`src/rtl/axil_reg_slave_if.sv`:
```
// AXI4-Lite bus bundle between the interconnect master port and the register-file slave.
// Write channels AW/W/B and read channels AR/R; the clock and reset travel separately.
interface axil_reg_slave_if #(
    parameter int ADDR_WIDTH = 8,
    parameter int DATA_WIDTH = 32
);
    logic [ADDR_WIDTH-1:0]   awaddr;
    logic                    awvalid;
    logic                    awready;
    logic [DATA_WIDTH-1:0]   wdata;
    logic [DATA_WIDTH/8-1:0] wstrb;
    logic                    wvalid;
    logic                    wready;
    logic [1:0]              bresp;
    logic                    bvalid;
    logic                    bready;
    logic [ADDR_WIDTH-1:0]   araddr;
    logic                    arvalid;
    logic                    arready;
    logic [DATA_WIDTH-1:0]   rdata;
    logic [1:0]              rresp;
    logic                    rvalid;
    logic                    rready;

    modport master (
        output awaddr, awvalid, wdata, wstrb, wvalid, bready, araddr, arvalid, rready,
        input  awready, wready, bresp, bvalid, arready, rdata, rresp, rvalid
    );

    modport slave (
        input  awaddr, awvalid, wdata, wstrb, wvalid, bready, araddr, arvalid, rready,
        output awready, wready, bresp, bvalid, arready, rdata, rresp, rvalid
    );
endinterface

```
`src/rtl/axil_reg_slave.sv`:
```
// AXI4-Lite register-file slave with independent write (AW/W/B) and read (AR/R) FSMs.
// Define AXIL_REG_SLVERR_EN to answer out-of-range accesses with SLVERR instead of OKAY.
module axil_reg_slave #(
    parameter int DATA_WIDTH = 32,
    parameter int ADDR_WIDTH = 8,
    parameter int NUM_REGS   = 8,
    parameter int BASE_ADDR  = 0
) (
    input  logic                           s0_axi_aclk,
    input  logic                           s0_axi_areset,
    axil_reg_slave_if.slave                s0_axi,
    output logic [NUM_REGS*DATA_WIDTH-1:0] reg_q,
    output logic [NUM_REGS-1:0]            reg_wr_pulse
);

    localparam int STRB_W = DATA_WIDTH / 8;
    localparam int RI_W   = $clog2(NUM_REGS);

    localparam logic [ADDR_WIDTH-1:0] BASE = ADDR_WIDTH'(BASE_ADDR);

    localparam logic [1:0] RESP_OKAY = 2'b00;
`ifdef AXIL_REG_SLVERR_EN
    localparam logic [1:0] RESP_MISS = 2'b10;
`else
    localparam logic [1:0] RESP_MISS = 2'b00;
`endif

    localparam logic [0:0] W_IDLE = 1'b0;
    localparam logic [0:0] W_RESP = 1'b1;
    localparam logic [0:0] R_IDLE = 1'b0;
    localparam logic [0:0] R_RESP = 1'b1;

    function automatic logic addr_hit(input logic [ADDR_WIDTH-1:0] a);
        logic [ADDR_WIDTH-1:0] off;
        off = a - BASE;
        return (a >= BASE) && ((off >> 2) < ADDR_WIDTH'(NUM_REGS));
    endfunction

    function automatic logic [RI_W-1:0] addr_idx(input logic [ADDR_WIDTH-1:0] a);
        logic [ADDR_WIDTH-1:0] off;
        off = (a - BASE) >> 2;
        return RI_W'(off);
    endfunction

    logic [DATA_WIDTH-1:0] regs [NUM_REGS];

    logic [0:0]            wstate;
    logic                  awready_q, wready_q, bvalid_q;
    logic [1:0]            bresp_q;
    logic                  aw_done, w_done;
    logic [ADDR_WIDTH-1:0] aw_addr_q;
    logic [DATA_WIDTH-1:0] w_data_q;
    logic [STRB_W-1:0]     w_strb_q;

    logic [0:0]            rstate;
    logic                  arready_q, rvalid_q;
    logic [1:0]            rresp_q;
    logic [DATA_WIDTH-1:0] rdata_q;

    logic                  aw_hs, w_hs, ar_hs, wr_fire, wr_hit, rd_hit;
    logic [ADDR_WIDTH-1:0] wr_addr;
    logic [DATA_WIDTH-1:0] wr_data;
    logic [STRB_W-1:0]     wr_strb;
    logic [RI_W-1:0]       wr_idx, rd_idx;

    // A half-latched write takes whichever of address/data is already held, the rest live.
    always_comb begin
        aw_hs   = s0_axi.awvalid & awready_q;
        w_hs    = s0_axi.wvalid & wready_q;
        ar_hs   = s0_axi.arvalid & arready_q;
        wr_addr = aw_done ? aw_addr_q : s0_axi.awaddr;
        wr_data = w_done ? w_data_q : s0_axi.wdata;
        wr_strb = w_done ? w_strb_q : s0_axi.wstrb;
        wr_fire = (wstate == W_IDLE) & (aw_done | aw_hs) & (w_done | w_hs);
        wr_hit  = addr_hit(wr_addr);
        wr_idx  = addr_idx(wr_addr);
        rd_hit  = addr_hit(s0_axi.araddr);
        rd_idx  = addr_idx(s0_axi.araddr);
    end

    always_ff @(posedge s0_axi_aclk) begin
        if (s0_axi_areset) begin
            for (int i = 0; i < NUM_REGS; i++) regs[i] <= '0;
        end else if (wr_fire && wr_hit) begin
            for (int k = 0; k < STRB_W; k++) begin
                if (wr_strb[k]) regs[wr_idx][8*k +: 8] <= wr_data[8*k +: 8];
            end
        end
    end

    always_ff @(posedge s0_axi_aclk) begin
        if (aw_hs) aw_addr_q <= s0_axi.awaddr;
        if (w_hs) begin
            w_data_q <= s0_axi.wdata;
            w_strb_q <= s0_axi.wstrb;
        end
    end

    always_ff @(posedge s0_axi_aclk) begin
        if (s0_axi_areset) begin
            wstate       <= W_IDLE;
            awready_q    <= 1'b0;
            wready_q     <= 1'b0;
            aw_done      <= 1'b0;
            w_done       <= 1'b0;
            bvalid_q     <= 1'b0;
            bresp_q      <= RESP_OKAY;
            reg_wr_pulse <= '0;
        end else begin
            reg_wr_pulse <= '0;
            case (wstate)
                W_IDLE: begin
                    if (aw_hs) aw_done <= 1'b1;
                    if (w_hs) w_done <= 1'b1;
                    if (wr_fire) begin
                        aw_done   <= 1'b0;
                        w_done    <= 1'b0;
                        awready_q <= 1'b0;
                        wready_q  <= 1'b0;
                        bvalid_q  <= 1'b1;
                        bresp_q   <= wr_hit ? RESP_OKAY : RESP_MISS;
                        for (int i = 0; i < NUM_REGS; i++)
                            reg_wr_pulse[i] <= wr_hit && (wr_idx == RI_W'(i));
                        wstate    <= W_RESP;
                    end else begin
                        awready_q <= ~(aw_done | aw_hs);
                        wready_q  <= ~(w_done | w_hs);
                    end
                end
                W_RESP: begin
                    if (s0_axi.bready) begin
                        bvalid_q  <= 1'b0;
                        awready_q <= 1'b1;
                        wready_q  <= 1'b1;
                        wstate    <= W_IDLE;
                    end
                end
                default: wstate <= W_IDLE;
            endcase
        end
    end

    // Read data is sampled before any same-edge write lands, so it returns the old value.
    always_ff @(posedge s0_axi_aclk) begin
        if (s0_axi_areset) begin
            rstate    <= R_IDLE;
            arready_q <= 1'b0;
            rvalid_q  <= 1'b0;
            rresp_q   <= RESP_OKAY;
            rdata_q   <= '0;
        end else begin
            case (rstate)
                R_IDLE: begin
                    if (ar_hs) begin
                        arready_q <= 1'b0;
                        rvalid_q  <= 1'b1;
                        rdata_q   <= rd_hit ? regs[rd_idx] : '0;
                        rresp_q   <= rd_hit ? RESP_OKAY : RESP_MISS;
                        rstate    <= R_RESP;
                    end else begin
                        arready_q <= 1'b1;
                    end
                end
                R_RESP: begin
                    if (s0_axi.rready) begin
                        rvalid_q  <= 1'b0;
                        arready_q <= 1'b1;
                        rstate    <= R_IDLE;
                    end
                end
                default: rstate <= R_IDLE;
            endcase
        end
    end

    for (genvar g = 0; g < NUM_REGS; g++) begin : g_reg_q
        assign reg_q[g*DATA_WIDTH +: DATA_WIDTH] = regs[g];
    end

    assign s0_axi.awready = awready_q;
    assign s0_axi.wready  = wready_q;
    assign s0_axi.bvalid  = bvalid_q;
    assign s0_axi.bresp   = bresp_q;
    assign s0_axi.arready = arready_q;
    assign s0_axi.rvalid  = rvalid_q;
    assign s0_axi.rresp   = rresp_q;
    assign s0_axi.rdata   = rdata_q;

endmodule

```
`src/flat_wrapper.sv`:
```
// flat-port wrapper written by rule: the top's interface ports become plain ports
module axil_reg_slave_flat 
#(
    parameter int DATA_WIDTH = 32,
    parameter int ADDR_WIDTH = 8,
    parameter int NUM_REGS   = 8,
    parameter int BASE_ADDR  = 0
)
  (s0_axi_aclk, s0_axi_areset, reg_q, reg_wr_pulse, s0_axi_awaddr, s0_axi_awvalid, s0_axi_wdata, s0_axi_wstrb, s0_axi_wvalid, s0_axi_bready, s0_axi_araddr, s0_axi_arvalid, s0_axi_rready, s0_axi_awready, s0_axi_wready, s0_axi_bresp, s0_axi_bvalid, s0_axi_arready, s0_axi_rdata, s0_axi_rresp, s0_axi_rvalid);
  axil_reg_slave_if #(.ADDR_WIDTH(ADDR_WIDTH), .DATA_WIDTH(DATA_WIDTH)) s0_axi_i ();
  input  logic s0_axi_aclk;
  input  logic s0_axi_areset;
  output logic [NUM_REGS*DATA_WIDTH-1:0] reg_q;
  output logic [NUM_REGS-1:0] reg_wr_pulse;
  input wire logic [$bits(s0_axi_i.awaddr)-1:0] s0_axi_awaddr;
  input wire logic [$bits(s0_axi_i.awvalid)-1:0] s0_axi_awvalid;
  input wire logic [$bits(s0_axi_i.wdata)-1:0] s0_axi_wdata;
  input wire logic [$bits(s0_axi_i.wstrb)-1:0] s0_axi_wstrb;
  input wire logic [$bits(s0_axi_i.wvalid)-1:0] s0_axi_wvalid;
  input wire logic [$bits(s0_axi_i.bready)-1:0] s0_axi_bready;
  input wire logic [$bits(s0_axi_i.araddr)-1:0] s0_axi_araddr;
  input wire logic [$bits(s0_axi_i.arvalid)-1:0] s0_axi_arvalid;
  input wire logic [$bits(s0_axi_i.rready)-1:0] s0_axi_rready;
  output wire logic [$bits(s0_axi_i.awready)-1:0] s0_axi_awready;
  output wire logic [$bits(s0_axi_i.wready)-1:0] s0_axi_wready;
  output wire logic [$bits(s0_axi_i.bresp)-1:0] s0_axi_bresp;
  output wire logic [$bits(s0_axi_i.bvalid)-1:0] s0_axi_bvalid;
  output wire logic [$bits(s0_axi_i.arready)-1:0] s0_axi_arready;
  output wire logic [$bits(s0_axi_i.rdata)-1:0] s0_axi_rdata;
  output wire logic [$bits(s0_axi_i.rresp)-1:0] s0_axi_rresp;
  output wire logic [$bits(s0_axi_i.rvalid)-1:0] s0_axi_rvalid;
  assign s0_axi_i.awaddr = s0_axi_awaddr;
  assign s0_axi_i.awvalid = s0_axi_awvalid;
  assign s0_axi_i.wdata = s0_axi_wdata;
  assign s0_axi_i.wstrb = s0_axi_wstrb;
  assign s0_axi_i.wvalid = s0_axi_wvalid;
  assign s0_axi_i.bready = s0_axi_bready;
  assign s0_axi_i.araddr = s0_axi_araddr;
  assign s0_axi_i.arvalid = s0_axi_arvalid;
  assign s0_axi_i.rready = s0_axi_rready;
  assign s0_axi_awready = s0_axi_i.awready;
  assign s0_axi_wready = s0_axi_i.wready;
  assign s0_axi_bresp = s0_axi_i.bresp;
  assign s0_axi_bvalid = s0_axi_i.bvalid;
  assign s0_axi_arready = s0_axi_i.arready;
  assign s0_axi_rdata = s0_axi_i.rdata;
  assign s0_axi_rresp = s0_axi_i.rresp;
  assign s0_axi_rvalid = s0_axi_i.rvalid;
  axil_reg_slave #(.DATA_WIDTH(DATA_WIDTH), .ADDR_WIDTH(ADDR_WIDTH), .NUM_REGS(NUM_REGS), .BASE_ADDR(BASE_ADDR)) u_core (.s0_axi_aclk(s0_axi_aclk), .s0_axi_areset(s0_axi_areset), .s0_axi(s0_axi_i), .reg_q(reg_q), .reg_wr_pulse(reg_wr_pulse));
endmodule
```
`config.mk`:
```
export PLATFORM = sky130hd
export DESIGN_NAME = axil_reg_slave_flat
export DESIGN_NICKNAME = d
export VERILOG_FILES = /design/src/rtl/axil_reg_slave_if.sv /design/src/rtl/axil_reg_slave.sv /design/src/flat_wrapper.sv
export SDC_FILE = /design/constraint.sdc
export NUM_CORES = 1
export LEC_CHECK = 0
export CORE_MARGIN = 2
export CORE_UTILIZATION = 54
export CTS_CLUSTER_SIZE = 10
export DETAILED_ROUTE_END_ITERATION = 6
export HOLD_SLACK_MARGIN = 0.05
export PLACE_DENSITY = 0.86
export RECOVER_POWER = 50
export SYNTH_ARGS = -nofsm -noshare
export SYNTH_HDL_FRONTEND = slang
export SYNTH_SLANG_ARGS = --single-unit
```
`constraint.sdc`:
```
create_clock -name s0_axi_aclk -period 4.2 [get_ports s0_axi_aclk]
set_input_delay 0.63 -clock s0_axi_aclk [delete_from_list [all_inputs] [get_ports s0_axi_aclk]]
set_output_delay 0.63 -clock s0_axi_aclk [all_outputs]
set_load 0.05 [all_outputs]
```
==> results of run 1 <==
[registers in the layout, summed over array words and instances, names as in the netlist, 4 cells and up]
name	cells
u_core.w_strb_q	4
u_core.reg_wr_pulse	8
u_core.aw_addr_q	6
u_core.w_data_q	32
u_core.regs	256
u_core.s0_axi.rdata	32
[layer usage]
layer,share of wire [%],vias to the layer above
met5,0,-
met4,4.8,0
met3,11,160
met2,49,845
met1,36,5506
li1,-,4835
[area by class of cell]
| cell class | count | area share [%] |
|---|---|---|
| repair buffers | 401 | 19.4 |
| clock buffers | 71 | 5.68 |
| well taps | 372 | 2.32 |
| diodes | 8 | 0.0999 |
| flip-flops and latches | 347 | 49.6 |
| multi-input cells | 669 | 22.8 |
| inverters | 9 | 0.169 |
[critical path, cell delays in order]
cell and delay (ns):
dlygate4sd3_1 0.56, and2_0 2.13, o21ai_0 0.40, a21oi_1 0.27
[stage by stage]
step	util, %	hold slack [ns]	cell area (um^2)	std cells
after CTS	74.0	0.452	20100	1869
after floorplan	-	0.445	15000	1109
after global placement	69.8	0.439	18900	1798
after detailed placement	69.8	0.444	18900	1798
after global routing	73.9	0.462	20000	1877
final	73.9	0.445	20000	1877
[report_power, final]
group | internal [mW] | switching [mW]
logic | 0.319 | 0.737
registers | 3.86 | 0.0809
clock network | 1.82 | 1.28
[placed cells by master, fill, tap and decap left out, types with 4 or more instances in the layout]
cell,n
o21bai_1,33
or2_2,37
dlygate4sd3_1,344
buf_4,41
nand2_1,35
clkdlybuf4s50_1,7
a22oi_1,37
and3b_1,22
clkbuf_16,41
inv_1,9
clkbuf_1,34
diode_2,8
a32oi_1,5
mux2i_1,64
edfxtp_1,298
a21oi_1,40
mux4_2,33
nor2_2,9
conb_1,4
nor2_1,257
dfxtp_1,48
a31oi_1,22
o211ai_1,31
[cell families after synthesis]
family | after synthesis
AOI/OAI and AO/OA | 177
buffers and inverters | 93
DFF | 347
muxes | 99
other | 1
and+or+nand+nor | 389
[cell usage after synthesis, types with 2 or more instances]
cell type / count / share of area (%)
nand2_1: 35 / 0.88
nor4_2: 2 / 0.17
nand2b_1: 3 / 0.13
nor3_1: 3 / 0.10
mux4_2: 33 / 5.0
clkbuf_1: 28 / 0.70
nor2_2: 9 / 0.38
a21oi_1: 39 / 1.3
nand4_4: 2 / 0.28
a32oi_1: 5 / 0.29
o32ai_1: 2 / 0.12
buf_1: 8 / 0.20
o21bai_1: 33 / 1.7
nor2b_1: 4 / 0.17
mux2i_1: 65 / 4.4
edfxtp_1: 298 / 60
a22oi_1: 37 / 1.9
o211ai_1: 31 / 1.6
o21ai_0: 2 / 0.067
nand4b_4: 2 / 0.32
buf_2: 35 / 1.2
or2_2: 37 / 1.5
dfxtp_1: 49 / 6.6
nand3_4: 3 / 0.35
and2_1: 3 / 0.13
buf_6: 7 / 0.53
a31oi_1: 22 / 0.92
nor2_1: 257 / 6.5
and3b_1: 22 / 1.3
inv_1: 9 / 0.23
buf_4: 6 / 0.30
o32ai_2: 2 / 0.22
[how the worst min path moves through the flow]
stage	end	startpoint	cells past startpoint	slack [ns]
after floorplan	u_core.s0_axi.rvalid$_SDFFE_PP0P_	u_core.rstate$_SDFF_PP0_	1	0.44
after global placement	u_core.s0_axi.rdata[14]$_SDFFE_PP0P_	u_core.s0_axi.rdata[14]$_SDFFE_PP0P_	2	0.44
after detailed placement	u_core.s0_axi.rdata[13]$_SDFFE_PP0P_	u_core.s0_axi.rdata[13]$_SDFFE_PP0P_	2	0.44
after CTS	u_core.s0_axi.rdata[31]$_SDFFE_PP0P_	u_core.s0_axi.rdata[31]$_SDFFE_PP0P_	2	0.45
after global routing	u_core.s0_axi.rdata[11]$_SDFFE_PP0P_	u_core.s0_axi.rdata[11]$_SDFFE_PP0P_	2	0.46
final	u_core.s0_axi.rdata[11]$_SDFFE_PP0P_	u_core.s0_axi.rdata[11]$_SDFFE_PP0P_	2	0.45
==> run_summary.xml, run 1 <==
<?xml version="1.0" encoding="UTF-8"?>
<metrics>
  <group name="setup_path">
    <metric name="worst_r2r_path_depth" unit="">4</metric>
    <metric name="worstSetupStartpointType" unit="">primary input</metric>
    <metric name="regToRegSetupSlack" unit="ns">0.68</metric>
    <metric name="worst_setup_path_endpoint" unit="">u_core.wstate$_SDFF_PP0_</metric>
    <metric name="cp.required" unit="ns">4.62</metric>
    <metric name="worst_r2r_startpoint" unit="">u_core.aw_done$_SDFFE_PP0P_</metric>
    <metric name="crit-reg2reg-capture" unit="">u_core.regs[0][23]$_SDFFCE_PN0P_</metric>
    <metric name="worst_setup_path_startpoint" unit="">s0_axi_wvalid</metric>
    <metric name="cp_data_arrival_time" unit="ns">4.00</metric>
    <metric name="criticalPathCategory" unit="">in -&gt; reg</metric>
    <metric name="setup.worst_path.end_class" unit="">flop</metric>
    <metric name="crit_fanout" unit="">38</metric>
  </group>
  <group name="routing">
    <metric name="post-route-drc-count" unit="">0</metric>
    <metric name="drt-wirelength-per-cell" unit="um">25.0</metric>
    <metric name="dr.first_iter.drc_count" unit="">1292</metric>
    <metric name="viasPerCell" unit="">6.04</metric>
    <metric name="wirelength" unit="um">47000</metric>
    <metric name="antenna_violating_nets_post_route" unit="">0</metric>
    <metric name="detail_route.first_pass.iterations" unit="">7</metric>
    <metric name="route.vias.total" unit="">11300</metric>
  </group>
  <group name="logic_synthesis">
    <metric name="simple_logic_cell_fraction_of_the_synthesized_area" unit="%">12.8</metric>
    <metric name="post_synth_fa_ha_maj_area_fraction" unit="%">0</metric>
    <metric name="largest_family_of_logic_cells_by_synthesized_area" unit="">simple AND/OR/NAND/NOR gates</metric>
    <metric name="ys_seq_elements" unit="">347</metric>
    <metric name="synth_xor_xnor_area_share" unit="%">0</metric>
    <metric name="asr_flop_ratio_synth" unit="%">0</metric>
    <metric name="synth_enable_flop_cells" unit="">298</metric>
    <metric name="synth_seq_area_share" unit="%">66.4</metric>
    <metric name="synth_compound_area_share" unit="%">8.25</metric>
    <metric name="post_synthesis_instance_total" unit="">1106</metric>
    <metric name="synth_mux_area_share" unit="%">9.40</metric>
    <metric name="yosys_warnings" unit="">0</metric>
    <metric name="synth_cell_types" unit="">45</metric>
    <metric name="synthesis.area_per_instance" unit="um^2">13.5</metric>
    <metric name="synth_area" unit="mm^2">0.0150</metric>
    <metric name="dominantRegCellSynth" unit="">edfxtp_1</metric>
  </group>
  <group name="place">
    <metric name="placement.setup.worst_slack" unit="ns">0.540</metric>
    <metric name="gp_congestion" unit="">0.862</metric>
    <metric name="portBuffers" unit="">355</metric>
    <metric name="hpwlAfterDp" unit="um">32300</metric>
  </group>
  <group name="timing">
    <metric name="slew_headroom" unit="%">-95.7</metric>
    <metric name="final_setup_vio_count" unit="">0</metric>
    <metric name="timing_worst_slew_pin_value" unit="ns">2.93</metric>
    <metric name="number_of_slew_limit_violations_in_the_final_report" unit="">74</metric>
    <metric name="final_min_period_over_clock_period" unit="%">85.3</metric>
    <metric name="clock-skew-final" unit="ns">0.0120</metric>
    <metric name="setup-tns-final" unit="ns">0</metric>
    <metric name="max_clock_freq" unit="GHz">0.279</metric>
    <metric name="grt_setup_unrepaired" unit="">false</metric>
    <metric name="worst_slack" unit="ns">0.619</metric>
    <metric name="final_critical_path_time_including_i_o_delays_and_setup" unit="ns">3.58</metric>
    <metric name="final_hold_viol_count" unit="">0</metric>
  </group>
  <group name="clock_tree">
    <metric name="cts_resized" unit="">0</metric>
    <metric name="cts_num_sinks" unit="">347</metric>
    <metric name="cts_root_buf" unit="">clkbuf_16</metric>
    <metric name="htreeDepth" unit="">2</metric>
    <metric name="numCtsBuffers" unit="">40</metric>
    <metric name="clk-insertion-delay-late" unit="ns">0.51</metric>
    <metric name="postCtsSetupBuffers" unit="">0</metric>
    <metric name="cts.clk_slew.worst_paths" unit="ns">0.06</metric>
    <metric name="clock_tree_buf_depth" unit="">3</metric>
    <metric name="cts-hold-fix-buffers" unit="">0</metric>
    <metric name="cts_tree" unit="">done</metric>
  </group>
  <group name="run_status">
    <metric name="outcome" unit="">finished with violations</metric>
    <metric name="failing_checks" unit="">capacitance limit, slew limit</metric>
  </group>
  <group name="power_and_ir_drop">
    <metric name="ir_drop" unit="uV">324</metric>
    <metric name="power_per_cell_area" unit="mW/mm^2">404</metric>
    <metric name="cellLeakagePower" unit="nW">7.46</metric>
    <metric name="finalPower" unit="mW">8.09</metric>
  </group>
  <group name="cells_and_area">
    <metric name="layout-drive-gt1-share" unit="%">12.2</metric>
    <metric name="area_of_the_multi_input_gates" unit="mm^2">0.00456</metric>
    <metric name="final-seq-area" unit="mm^2">0.00993</metric>
    <metric name="filler_cell_count" unit="">1687</metric>
    <metric name="area_growth" unit="%">34.0</metric>
    <metric name="design.final.nets" unit="">1527</metric>
  </group>
  <group name="floorplan">
    <metric name="die_height" unit="um">170</metric>
    <metric name="io-pin-count" unit="">364</metric>
    <metric name="initial_core_util" unit="%">55.2</metric>
    <metric name="core_area" unit="mm^2">0.0271</metric>
    <metric name="full_die_area" unit="mm^2">0.0290</metric>
    <metric name="die_width" unit="um">170</metric>
    <metric name="fp-row-count" unit="">60</metric>
  </group>
  <group name="global_route">
    <metric name="grt_antenna_before_repair" unit="">7</metric>
    <metric name="first_global_vias" unit="">11300</metric>
    <metric name="grt_pass1_wl" unit="um">68200</metric>
    <metric name="grt.total_usage" unit="%">32.0</metric>
    <metric name="grtUsageMet1" unit="%">40.4</metric>
    <metric name="global_route.usage.met3" unit="%">6.72</metric>
    <metric name="global_route_hottest_layer" unit="">met2</metric>
    <metric name="grt.overflow.total" unit="">0</metric>
    <metric name="grt.met2_usage" unit="%">52.7</metric>
    <metric name="grt_max_degree" unit="">41</metric>
  </group>
  <group name="hold_path">
    <metric name="min_path_type" unit="">reg -&gt; reg</metric>
  </group>
  <group name="flow_run">
    <metric name="max-cap-violations" unit="">2</metric>
  </group>
</metrics>
Power figures use the tool's default switching activity.
==> inputs of run 2 (changes only) <==
--- a/config.mk
+++ b/config.mk
@@ -5,12 +5,14 @@
 export SDC_FILE = /design/constraint.sdc
 export NUM_CORES = 1
 export LEC_CHECK = 0
+export CAP_MARGIN = 20
 export CORE_MARGIN = 2
-export CORE_UTILIZATION = 54
+export CORE_UTILIZATION = 55
+export CTS_BUF_LIST = sky130_fd_sc_hd__clkbuf_4
 export CTS_CLUSTER_SIZE = 10
 export DETAILED_ROUTE_END_ITERATION = 6
 export HOLD_SLACK_MARGIN = 0.05
-export PLACE_DENSITY = 0.86
+export PLACE_DENSITY = 0.88
 export RECOVER_POWER = 50
 export SYNTH_ARGS = -nofsm -noshare
 export SYNTH_HDL_FRONTEND = slang
==> run 2 against run 1 <==
Effect of this change:
- the run ends with DRC, capacitance limit, slew limit left
- design area barely moved
- sequential share of layout area barely moved
- worst hold slack worse by 0.036 ns
- cell count rose by 3.7%
- clock skew rose by 0.053 ns
- utilization increased by 0.79 points
- register-to-register slack better by 0.05 ns
- count of clock-buffer cells in the layout grew 63
==> run_summary.xml, run 2 (same netlist as run 1, synthesis figures left out) <==
<?xml version="1.0" encoding="UTF-8"?>
<metrics>
  <group name="setup_path">
    <metric name="crit_fanout" unit="">19</metric>
    <metric name="worstSetupStartpointType" unit="">flop</metric>
    <metric name="worst_r2r_path_depth" unit="">6</metric>
    <metric name="regToRegSetupSlack" unit="ns">0.73</metric>
    <metric name="worst_setup_path_startpoint" unit="">u_core.w_done$_SDFFE_PP0P_</metric>
    <metric name="worst_r2r_startpoint" unit="">u_core.w_done$_SDFFE_PP0P_</metric>
    <metric name="crit-reg2reg-capture" unit="">u_core.regs[0][26]$_SDFFCE_PN0P_</metric>
    <metric name="setup.worst_path.end_class" unit="">flop</metric>
    <metric name="criticalPathCategory" unit="">reg -&gt; reg</metric>
    <metric name="cp_data_arrival_time" unit="ns">3.77</metric>
    <metric name="cp.required" unit="ns">4.50</metric>
  </group>
  <group name="cells_and_area">
    <metric name="largest_reg_flops" unit="">256</metric>
    <metric name="instances_no_fill" unit="">1946</metric>
    <metric name="layout_commonest_cell" unit="">edfxtp_1</metric>
    <metric name="final_cell_mix" unit="">edfxtp_1 (298), dlygate4sd3_1 (292), nor2_1 (257)</metric>
    <metric name="area_growth" unit="%">33.9</metric>
    <metric name="layout-drive-gt1-share" unit="%">17.8</metric>
    <metric name="design.final.nets" unit="">1584</metric>
    <metric name="largest-register" unit="">u_core.regs</metric>
  </group>
  <group name="clock_tree">
    <metric name="cts_resized" unit="">0</metric>
    <metric name="cts_tree" unit="">done</metric>
    <metric name="postCtsSetupBuffers" unit="">0</metric>
    <metric name="clock_tree_buf_depth" unit="">3</metric>
    <metric name="htreeDepth" unit="">3</metric>
    <metric name="cts_num_sinks" unit="">347</metric>
    <metric name="cts_root_buf" unit="">clkbuf_4</metric>
    <metric name="cts.clk_slew.worst_paths" unit="ns">0.07</metric>
    <metric name="clk-insertion-delay-late" unit="ns">0.70</metric>
    <metric name="numCtsBuffers" unit="">88</metric>
    <metric name="cts-hold-fix-buffers" unit="">0</metric>
  </group>
  <group name="timing">
    <metric name="final_setup_vio_count" unit="">0</metric>
    <metric name="worst_slack" unit="ns">0.729</metric>
    <metric name="final_critical_path_time_including_i_o_delays_and_setup" unit="ns">3.47</metric>
    <metric name="slew_headroom" unit="%">-87.4</metric>
    <metric name="setup-tns-final" unit="ns">0</metric>
    <metric name="max_clock_freq" unit="GHz">0.288</metric>
    <metric name="number_of_slew_limit_violations_in_the_final_report" unit="">94</metric>
    <metric name="grt_setup_unrepaired" unit="">false</metric>
    <metric name="timing_worst_slew_pin_value" unit="ns">2.81</metric>
    <metric name="clock-skew-final" unit="ns">0.0647</metric>
    <metric name="final_hold_viol_count" unit="">0</metric>
    <metric name="final_min_period_over_clock_period" unit="%">82.7</metric>
  </group>
  <group name="global_route">
    <metric name="grt.total_usage" unit="%">32.5</metric>
    <metric name="first_global_vias" unit="">11700</metric>
    <metric name="grt_pass1_wl" unit="um">68400</metric>
    <metric name="grt.overflow.total" unit="">0</metric>
    <metric name="grt_max_degree" unit="">73</metric>
    <metric name="grt_antenna_before_repair" unit="">7</metric>
  </group>
  <group name="hold_path">
    <metric name="min_path_type" unit="">in -&gt; reg</metric>
    <metric name="holdCritStartpoint" unit="">s0_axi_areset</metric>
    <metric name="min_delay_worst_endpoint" unit="">u_core.reg_wr_pulse[3]$_SDFF_PP0_</metric>
    <metric name="whs_path_depth" unit="">4</metric>
  </group>
  <group name="floorplan">
    <metric name="io-pin-count" unit="">364</metric>
    <metric name="initial_core_util" unit="%">55.8</metric>
    <metric name="full_die_area" unit="mm^2">0.0285</metric>
    <metric name="die_width" unit="um">169</metric>
    <metric name="fp-row-count" unit="">60</metric>
    <metric name="die_height" unit="um">169</metric>
    <metric name="core_area" unit="mm^2">0.0268</metric>
  </group>
  <group name="power_and_ir_drop">
    <metric name="power_per_cell_area" unit="mW/mm^2">395</metric>
    <metric name="ir_drop" unit="uV">281</metric>
    <metric name="finalPower" unit="mW">7.90</metric>
    <metric name="cellLeakagePower" unit="nW">7.57</metric>
  </group>
  <group name="run_status">
    <metric name="failing_checks" unit="">DRC, capacitance limit, slew limit</metric>
    <metric name="outcome" unit="">finished with violations</metric>
  </group>
  <group name="place">
    <metric name="cells_after_dpl" unit="">1776</metric>
    <metric name="portBuffers" unit="">355</metric>
    <metric name="hpwlAfterDp" unit="um">32000</metric>
    <metric name="placement.setup.worst_slack" unit="ns">0.848</metric>
    <metric name="gp_congestion" unit="">0.900</metric>
  </group>
  <group name="flow_run">
    <metric name="max-cap-violations" unit="">3</metric>
  </group>
  <group name="routing">
    <metric name="route.vias.total" unit="">11700</metric>
    <metric name="wirelength" unit="um">47000</metric>
    <metric name="post-route-drc-count" unit="">2</metric>
    <metric name="drt-wirelength-per-cell" unit="um">24.1</metric>
    <metric name="antenna_violating_nets_post_route" unit="">0</metric>
    <metric name="viasPerCell" unit="">6.02</metric>
    <metric name="detail_route.first_pass.iterations" unit="">7</metric>
    <metric name="dr.first_iter.drc_count" unit="">1120</metric>
  </group>
</metrics>
-- run 2: changes by cell type in the layout (fill, tap and decap cells not counted), moves of 3 or more --
cell	change
clkbuf_4	+134
clkdlybuf4s50_1	+52
clkbuf_16	-41
clkinv_1	+19
clkinv_2	+7
dlygate4sd3_1	-52
clkbuf_1	-23
inv_2	+3
-- run 2: metal layers --
metal  up-vias  part of all wire [%]  track usage, %
met3       170                    11            7.93
li1       5003                     -               -
met4         2                   5.4            19.1
met5         -                 0.036               0
met2       899                    49            54.2
met1      5632                    34            38.7
-- run 2: worst max path at each step --
stage | endpoint
CTS | u_core.regs[4][23]$_SDFFCE_PN0P_
floorplan | u_core.regs[1][10]$_SDFFCE_PN0P_
finish | u_core.regs[0][26]$_SDFFCE_PN0P_
detailed placement | u_core.regs[4][18]$_SDFFCE_PN0P_
global placement | u_core.regs[4][18]$_SDFFCE_PN0P_
global route | u_core.regs[2][15]$_SDFFCE_PN0P_
-- run 2: where the power goes --
group          internal, mW  switching (mW)  total, mW
Sequential             3.86          0.0860       3.94
Combinational         0.330           0.728       1.06
Clock                  1.53            1.37       2.90
-- run 2: through the flow --
step / hold WS, ns / area [um^2] / utilization (%)
floorplan: 0.445 / 15000 / -
global placement: 0.439 / 19000 / 70.7
detailed placement: 0.446 / 19000 / 70.7
CTS: 0.359 / 20100 / 75.0
global route: 0.386 / 20000 / 74.7
finish: 0.409 / 20000 / 74.7
-- run 2: layout make-up --
class | instances | area (um^2)
Sequential cell | 347 | 9930
Antenna cell | 6 | 15.0
Fill cell | 1681 | 6780
Clock inverter | 30 | 148
Clock buffer | 134 | 1010
Inverter | 9 | 33.8
Timing Repair Buffer | 410 | 3920
Multi-Input combinational cell | 669 | 4540
Tap cell | 341 | 427
-- run 2: critical path, stage by stage (launching register included) --
cell	delay, ns
dfxtp_1	0.77
a21oi_1	0.26
nor4_4	0.27
nand4_1	0.20
clkbuf_1	0.66
o21bai_1	0.40
clkbuf_1	0.51
